[config.mk]
export PLATFORM = sky130hd
export DESIGN_NAME = matrix_streamer
export DESIGN_NICKNAME = d
export VERILOG_FILES = /design/src/rtl/macc_pkg.sv /design/src/rtl/elem_fifo.sv /design/src/rtl/matrix_streamer.sv
export SDC_FILE = /design/constraint.sdc
export NUM_CORES = 1
export LEC_CHECK = 0
export ABC_AREA = 1
export CAP_MARGIN = 20
export CORE_MARGIN = 3
export CORE_UTILIZATION = 40
export DETAILED_ROUTE_END_ITERATION = 8
export GPL_TIMING_DRIVEN = 0
export PLACE_DENSITY = 0.58
export SETUP_SLACK_MARGIN = 0.1
export SLEW_MARGIN = 20
export SYNTH_ARGS = -nofsm -noshare
export SYNTH_HDL_FRONTEND = slang
export SYNTH_SLANG_ARGS = --single-unit
export TNS_END_PERCENT = 20
[constraint.sdc]
create_clock -name CLK -period 6.1 [get_ports CLK]
set_input_delay 1.22 -clock CLK [delete_from_list [all_inputs] [get_ports CLK]]
set_output_delay 1.22 -clock CLK [all_outputs]
set_load 0.01 [all_outputs]
[src/rtl/macc_pkg.sv]
// Shared types and constants for the matrix read path feeding the MAC datapath.
package macc_pkg;

  localparam int STRM_FIFO_DEPTH = 3;
  localparam int STRM_DATA_W     = 16;

  typedef enum logic [1:0] {
    IDLE  = 2'd0,
    RUN   = 2'd1,
    DRAIN = 2'd2
  } strm_state_t;

  typedef struct packed {
    logic [STRM_DATA_W-1:0] data;
    logic                   last_col;
    logic                   last;
  } strm_elem_t;

  // Circular pointer step for the 3-entry element FIFO.
  function automatic logic [1:0] strm_ptr_next(input logic [1:0] ptr);
    return (ptr == 2'(STRM_FIFO_DEPTH - 1)) ? 2'd0 : ptr + 2'd1;
  endfunction

endpackage

[src/rtl/elem_fifo.sv]
// Three-entry skid FIFO of matrix elements with occupancy, used between memory
// read return and the output stream.
module elem_fifo
  import macc_pkg::*;
#(
  parameter type elem_t = strm_elem_t
) (
  input  logic       CLK,
  input  logic       RST_L,
  input  logic       push,
  input  elem_t      push_elem,
  input  logic       pop,
  output elem_t      head,
  output logic [1:0] occupancy
);

  elem_t      mem [STRM_FIFO_DEPTH];
  logic [1:0] rd_ptr;
  logic [1:0] wr_ptr;
  logic       do_push;
  logic       do_pop;

  assign do_pop  = pop && (occupancy != 2'd0);
  assign do_push = push && ((occupancy != 2'(STRM_FIFO_DEPTH)) || do_pop);
  assign head    = mem[rd_ptr];

  always_ff @(posedge CLK or negedge RST_L) begin
    if (!RST_L) begin
      rd_ptr    <= 2'd0;
      wr_ptr    <= 2'd0;
      occupancy <= 2'd0;
    end else begin
      if (do_push) wr_ptr <= strm_ptr_next(wr_ptr);
      if (do_pop)  rd_ptr <= strm_ptr_next(rd_ptr);
      case ({do_push, do_pop})
        2'b10:   occupancy <= occupancy + 2'd1;
        2'b01:   occupancy <= occupancy - 2'd1;
        default: occupancy <= occupancy;
      endcase
    end
  end

  // Storage needs no reset: the head is only observed while occupancy is nonzero.
  always_ff @(posedge CLK) begin
    if (do_push) mem[wr_ptr] <= push_elem;
  end

endmodule

[src/rtl/matrix_streamer.sv]
// Row-major matrix read initiator: issues re pulses, tags each element with
// end-of-row / end-of-matrix and streams it out through a skid FIFO.
module matrix_streamer
  import macc_pkg::*;
#(
  parameter int ADDR_MSB = 11,
  parameter int DATA_W   = STRM_DATA_W
) (
  input  logic              CLK,
  input  logic              RST_L,
  input  logic              start,
  input  logic [ADDR_MSB:0] max_row_count,
  input  logic [ADDR_MSB:0] max_col_count,
  input  logic              hold,
  output logic              re,
  input  logic [DATA_W-1:0] rd_data,
  output logic              out_valid,
  input  logic              out_ready,
  output logic [DATA_W-1:0] out_data,
  output logic              out_last_col,
  output logic              out_last,
  output logic              busy,
  output logic              done
);

  typedef struct packed {
    logic [DATA_W-1:0] data;
    logic              last_col;
    logic              last;
  } elem_t;

  strm_state_t       state_q;
  logic [ADDR_MSB:0] max_row_q;
  logic [ADDR_MSB:0] max_col_q;
  logic [ADDR_MSB:0] row_q;
  logic [ADDR_MSB:0] col_q;
  logic              inflight_valid_q;
  logic              inflight_last_col_q;
  logic              inflight_last_q;
  logic              done_q;

  logic [1:0]        fifo_occ;
  elem_t             fifo_head;
  elem_t             push_elem;
  logic              handshake;
  logic              issue_last_col;
  logic              issue_last;

  assign issue_last_col = (col_q == max_col_q);
  assign issue_last     = issue_last_col && (row_q == max_row_q);

  // Throttle on slots already committed (stored plus in flight) so a stalled
  // consumer can never overflow the FIFO; out_ready is deliberately not used.
  assign re = (state_q == RUN) && !hold &&
              (({1'b0, fifo_occ} + {2'b0, inflight_valid_q}) < 3'(STRM_FIFO_DEPTH));

  assign out_valid    = (fifo_occ != 2'd0);
  assign handshake    = out_valid && out_ready;
  assign out_data     = out_valid ? fifo_head.data : '0;
  assign out_last_col = out_valid && fifo_head.last_col;
  assign out_last     = out_valid && fifo_head.last;
  assign busy         = (state_q != IDLE);
  assign done         = done_q;

  assign push_elem = '{data: rd_data, last_col: inflight_last_col_q, last: inflight_last_q};

  always_ff @(posedge CLK or negedge RST_L) begin
    if (!RST_L) begin
      state_q   <= IDLE;
      max_row_q <= '0;
      max_col_q <= '0;
      row_q     <= '0;
      col_q     <= '0;
    end else begin
      case (state_q)
        IDLE: begin
          if (start) begin
            max_row_q <= max_row_count;
            max_col_q <= max_col_count;
            row_q     <= '0;
            col_q     <= '0;
            state_q   <= RUN;
          end
        end
        RUN: begin
          if (re) begin
            if (issue_last_col) begin
              col_q <= '0;
              row_q <= row_q + 1'b1;
            end else begin
              col_q <= col_q + 1'b1;
            end
            if (issue_last) state_q <= DRAIN;
          end
        end
        DRAIN: begin
          if (handshake && fifo_head.last) state_q <= IDLE;
        end
        default: state_q <= IDLE;
      endcase
    end
  end

  // One-stage request tag pipeline matching the memory's single-cycle read latency.
  always_ff @(posedge CLK or negedge RST_L) begin
    if (!RST_L) begin
      inflight_valid_q    <= 1'b0;
      inflight_last_col_q <= 1'b0;
      inflight_last_q     <= 1'b0;
      done_q              <= 1'b0;
    end else begin
      inflight_valid_q    <= re;
      inflight_last_col_q <= re && issue_last_col;
      inflight_last_q     <= re && issue_last;
      done_q              <= (state_q == DRAIN) && handshake && fifo_head.last;
    end
  end

  elem_fifo #(.elem_t(elem_t)) u_fifo (
    .CLK       (CLK),
    .RST_L     (RST_L),
    .push      (inflight_valid_q),
    .push_elem (push_elem),
    .pop       (handshake),
    .head      (fifo_head),
    .occupancy (fifo_occ)
  );

endmodule

After elaboration in Yosys (flattened, before gate mapping)
Memory sizes are Yosys's and may differ from the RTL's.
Index checks and enable logic that the tools add are counted.
Storage, ports and cells
  flip-flop bits (word level): 60
  RAM bits: 54
  output and inout bits: 22
  memories kept: 1
Operators by class
  add/sub/neg operators: 7
  $lt $le $gt $ge: 1
  equality and inequality tests: 14
  mux-type cells: 18
  reduce and logical (&&, ||, !) cells: 24
Memories
  u_fifo.mem: depth 3, bits a word 18, read ports 1, clocked after memory_dff 0, write ports 1, RTL line elem_fifo.sv:17  | elem_t mem [STRM_FIFO_DEPTH];
Operators by type and width (count)
  $mux W12: 5
  $pmux W12 S2: 2
  $add A12 B1 Y12 const B: 2
  $eq A12 B12 Y1: 2
  $mux W16: 1
  $logic_and A1 B1 Y1: 13
  $mux W2: 6
  $ne A2 B2 Y1 const B: 6
  $eq A2 B2 Y1 const B: 4
  $reduce_and A4 Y1: 2
  $reduce_bool A2 Y1: 4
  $add A2 B1 Y2 const B: 3
  $pmux W2 S3: 1
  $eq A2 B1 Y1 const B: 2
  $pmux W2 S2: 1
  $add A2 B1 Y3: 1
  $lt A3 B2 Y1 const B: 1
  $reduce_and A3 Y1: 1
  $logic_not A2 Y1: 1
  $mux W1: 2
  $reduce_and A2 Y1: 1
  $sub A2 B1 Y2 const B: 1
  $logic_not A1 Y1: 1
  $logic_or A1 B1 Y1: 1

Longest topological paths before layout
  depth in word-level cells: 7
  depth in mapped cells: 13

By module
Synthesis repeated with hierarchy kept, for this count alone.
Unflattened totals
  cells, all modules: 567
  area, all modules: 5422.7 um^2
Modules (own cells, without submodules)
  matrix_streamer: times used 1, cells each 392, area an instance 3118.0 um^2, sequential area each 1351.3 um^2
  elem_fifo: times used 1, cells each 175, area an instance 2304.7 um^2, sequential area each 1771.7 um^2

Worst setup path after synthesis
OpenSTA, ideal clock, no wires.
  path kind: input-to-reg
  start: in out_ready
  end: mem u_fifo.mem[0][0] in the netlist's numbering, enable pin
  library setup time: 0.417 ns
  arrival time: 2.900 ns
  required time: 5.683 ns
  setup slack: 2.782 ns
  stages on the path: 4
  buffers on the path: 0
  cells stage by stage: inv_1 -> a31oi_1 -> inv_1 -> nor3_1
On the way
  longest elaborated chain between the ends: 6
RTL lines
  from (decl): RTL line matrix_streamer.sv:18  | input logic out_ready,
  $logic_and A1 B1 Y1: RTL line matrix_streamer.sv:58  | assign handshake = out_valid && out_ready;
  $logic_and A1 B1 Y1: RTL line elem_fifo.sv:23  | assign do_pop = pop && (occupancy != 2'd0);
  $logic_or A1 B1 Y1: RTL line elem_fifo.sv:24  | assign do_push = push && ((occupancy != 2'(STRM_FIFO_DEPTH)) || do_pop);
  $logic_and A1 B1 Y1: RTL line elem_fifo.sv:24
  $mux W1: RTL line elem_fifo.sv:45  | if (do_push) mem[wr_ptr] <= push_elem;
  $mux W1 (implied by the code): RTL line elem_fifo.sv:45
  to (decl): RTL line elem_fifo.sv:17
No other way between the ends.

Worst setup path in the final report
  start: in hold
  end: out re
On the way
  longest elaborated chain between the ends: 3
RTL lines
  from (decl): RTL line matrix_streamer.sv:14  | input logic hold,
  $logic_not A1 Y1: RTL line matrix_streamer.sv:54  | assign re = (state_q == RUN) && !hold &&
  $logic_and A1 B1 Y1 (2 in a row): RTL line matrix_streamer.sv:54
  to (decl): RTL line matrix_streamer.sv:15  | output logic re,
No other way between the ends.

==> metrics.log <==
INFO  metric run_status = complete, no violations
INFO  metric syn_to_final_growth = 27.8%
INFO  metric fmaxAchievable = 261 MHz
INFO  metric synth.top_cell.area_share = 30.7%
INFO  metric root_buffer = clkbuf_16
INFO  metric critPathMaxFanout = 3
INFO  metric crit_start = hold
INFO  metric synth_top_cells_by_area = edfxtp_1, dfrtp_1, nand2_1
INFO  metric worst_ep_arrival_time = 2.61 ns
INFO  metric yosys_warnings = 0
INFO  metric vias_per_cell = 4.66
INFO  metric count_of_flip_flops_with_a_built_in_enable_after_synthesis = 54
INFO  metric max-clock-path-buffers = 2
INFO  metric synthesis.instances = 544
INFO  metric final_layout_size_suffix_gt1_share = 13.1%
INFO  metric skew = 0.00782 ns
INFO  metric pin_count = 67
INFO  metric critical_path.reg2reg.startpoint = u_fifo.occupancy[0]
INFO  metric initial_utilization = 41.3%
INFO  metric cts_post_setup_buffers_inserted = 0
INFO  metric ant_nets = 0
INFO  metric wl_per_cell = 13.3 um
INFO  metric netlist.top_cell.by_area = edfxtp_1
INFO  metric report.final.setup_viol = 0
INFO  metric mean_cell_area_of_the_mapped_netlist = 9.69 um2
INFO  metric final_nets = 685
INFO  metric drc_errors = 0
INFO  metric grt_pass1_wl = 18,400 um
INFO  metric portBuffers = 66
INFO  metric dpl.hpwl = 7770 um
INFO  metric globalRouteOverflowTotal = 0
INFO  metric timing.final.crit_period = 3.83 ns
INFO  metric final_hold_viol_count = 0
INFO  metric netlist_top_cells_count = nand2_1, dfrtp_1, inv_1
INFO  metric worst_setup_hold_path_clk_slew = 0.05 ns
INFO  metric h_tree_depth_reported_by_cts = 4
INFO  metric grt_setup_unrepaired = no
INFO  metric grt_pass1_vias = 3,863
INFO  metric fin_tns_setup = 0 ns
INFO  metric clkLatencyLatePin = 0.41 ns
INFO  metric grt.total_usage = 16.3%
INFO  metric post_route_fraction_of_the_period_consumed_by_the_critical_path = 62.8%
INFO  metric min_path_cells = 0
INFO  metric detailedRoute.firstPassIterationCount = 5
INFO  metric numClockSinks = 114
INFO  metric postSynth.asyncResetShare = 52.6%
INFO  metric syn_area = 0.00527 mm2
INFO  metric die_h = 121 um
INFO  metric worstHoldStart = inflight_last_col_q
INFO  metric critPathLaunchType = input pin
INFO  metric globalplace.congestion = 0.828
INFO  metric core-area = 0.0128 mm2
INFO  metric cts_tree = yes
INFO  metric ys_dominant_reg_cell = dfrtp_1
INFO  metric routed_wirelength = 11,000 um
INFO  metric setup.worst_path.end_class = primary output
INFO  metric synth-seq-area-share = 59.2%
INFO  metric drv_cap = 0
INFO  metric antenna_found_initial = 0
INFO  metric core.rowCount = 41
INFO  metric cts_resized = 0
INFO  metric floorplan.die_area = 0.0146 mm2
INFO  metric cts_made_buffers = 17
INFO  metric power_density = 406 mW/mm2
INFO  metric synth_fp_nets = 593
INFO  metric grt_start_max_net_pins = 36
INFO  metric worstPathRequired = 4.88 ns
INFO  metric peakVddDrop = 0.000134 V
INFO  metric synthMostInstantiatedCell = nand2_1
INFO  metric worst_pin_slew = 0.685 ns
INFO  metric post-layout-total-power = 2740 uW
INFO  metric type_of_the_most_critical_hold_path = register to register
INFO  metric die_width = 121 um
INFO  metric p_leak = 0.00300 uW
INFO  metric via_count = 3,824
INFO  metric antenna_cells = 0
INFO  metric post_cts_hold_buffers = 0
INFO  metric synth_cell_type_count = 36
INFO  metric relative_slew_slack = 54.1%
INFO  metric final-max-slew-violation-count = 0
INFO  metric timing.reg2reg.worst_path_depth = 12
INFO  metric detail_route.iter0.violations = 189
INFO  metric synth.ff_latch_count = 114
INFO  metric critPathKind = input pin to primary output
==> layout by cell type, fill, tap and decap left out, drive strengths merged, types with 4 or more instances in the layout <==
cell,netlist,final
nand4,4,4
nand3,34,34
nand2,166,166
xor2,13,13
nor2,51,51
clkinv,2,10
buf,6,14
dfrtp,60,60
mux2,16,16
o21ai,15,15
inv,61,61
nor3,13,13
ha,4,4
xnor2,15,15
clkdlybuf4s50,0,65
clkbuf,8,31
a21oi,12,12
edfxtp,54,54
==> state kept, by name, indices dropped and copies added (netlist names), 2 cells and up <==
name,flops
u_fifo.rd_ptr,2
max_col_q,12
state_q,2
u_fifo.mem,54
max_row_q,12
col_q,12
u_fifo.occupancy,2
u_fifo.wr_ptr,2
row_q,12
==> worst paths after layout <==
check | endpoint | slack (ns)
setup reg to reg | col_q[10] | 3.90
hold reg to reg | u_fifo.mem[2][1] | 0.47
setup / recovery | re | 2.27
max in group asynchronous | row_q[5] | 4.85
min in group asynchronous | max_col_q[9] | 0.74
hold / removal | u_fifo.mem[2][1] | 0.47
==> cell type report <==
class                           count  area (um2)
Buffer                             14        82.6
Clock inverter                      9        42.5
Tap cell                          172         215
Timing Repair Buffer               73         734
Multi-Input combinational cell    353        1840
Sequential cell                   114        3120
Clock buffer                       23         458
Inverter                           63         241
Fill cell                        1152        6030
==> worst max-delay path, stage by stage <==
cell and delay (ns):
clkdlybuf4s50_1 0.42, inv_1 0.06, nand3_1 0.13, nor2_2 0.20, clkdlybuf4s50_1 0.58
==> through the flow <==
stage | util, % | std cells | worst slack, ns | area [um2] | hold WS [ns]
floorplan | - | 544 | 2.78 | 5270 | 0.438
global placement | 48.1 | 782 | 1.23 | 6150 | 0.445
detailed placement | 48.8 | 789 | 2.25 | 6240 | 0.456
CTS | 52.8 | 821 | 2.24 | 6740 | 0.468
global route | 52.8 | 821 | 2.02 | 6740 | 0.493
finish | 52.8 | 821 | 2.27 | 6740 | 0.474
==> cells by family (layout without fill, tap and decap cells) <==
group | count (synthesis) | after routing | synth area share, %
AO/OA/AOI/OAI | 33 | 33 | 3.72
multiplexers | 16 | 16 | 3.42
XOR/XNOR | 28 | 28 | 4.65
buffers and inverters | 77 | 182 | 6.14
AND/OR/NAND/NOR | 272 | 272 | 21.9
flip-flops | 114 | 114 | 59.2
adder cells (fa/ha/maj) | 4 | 4 | 0.949
==> where the power goes <==
| group | switching (uW) | internal [uW] |
|---|---|---|
| logic | 485 | 377 |
| registers | 84.3 | 957 |
| clock network | 317 | 518 |
| total | 886 | 1850 |
==> layer usage <==
metal,vias to the layer above,track usage (%),wire length (um),share of wire (%)
met5,-,0,0,0
met4,0,7.01,195,1.8
met3,14,3.93,472,4.3
met2,74,27.3,5360,49
met1,1796,20.1,4930,45
li1,1940,-,-,-
No activity file was read; power rests on OpenSTA's default activity.
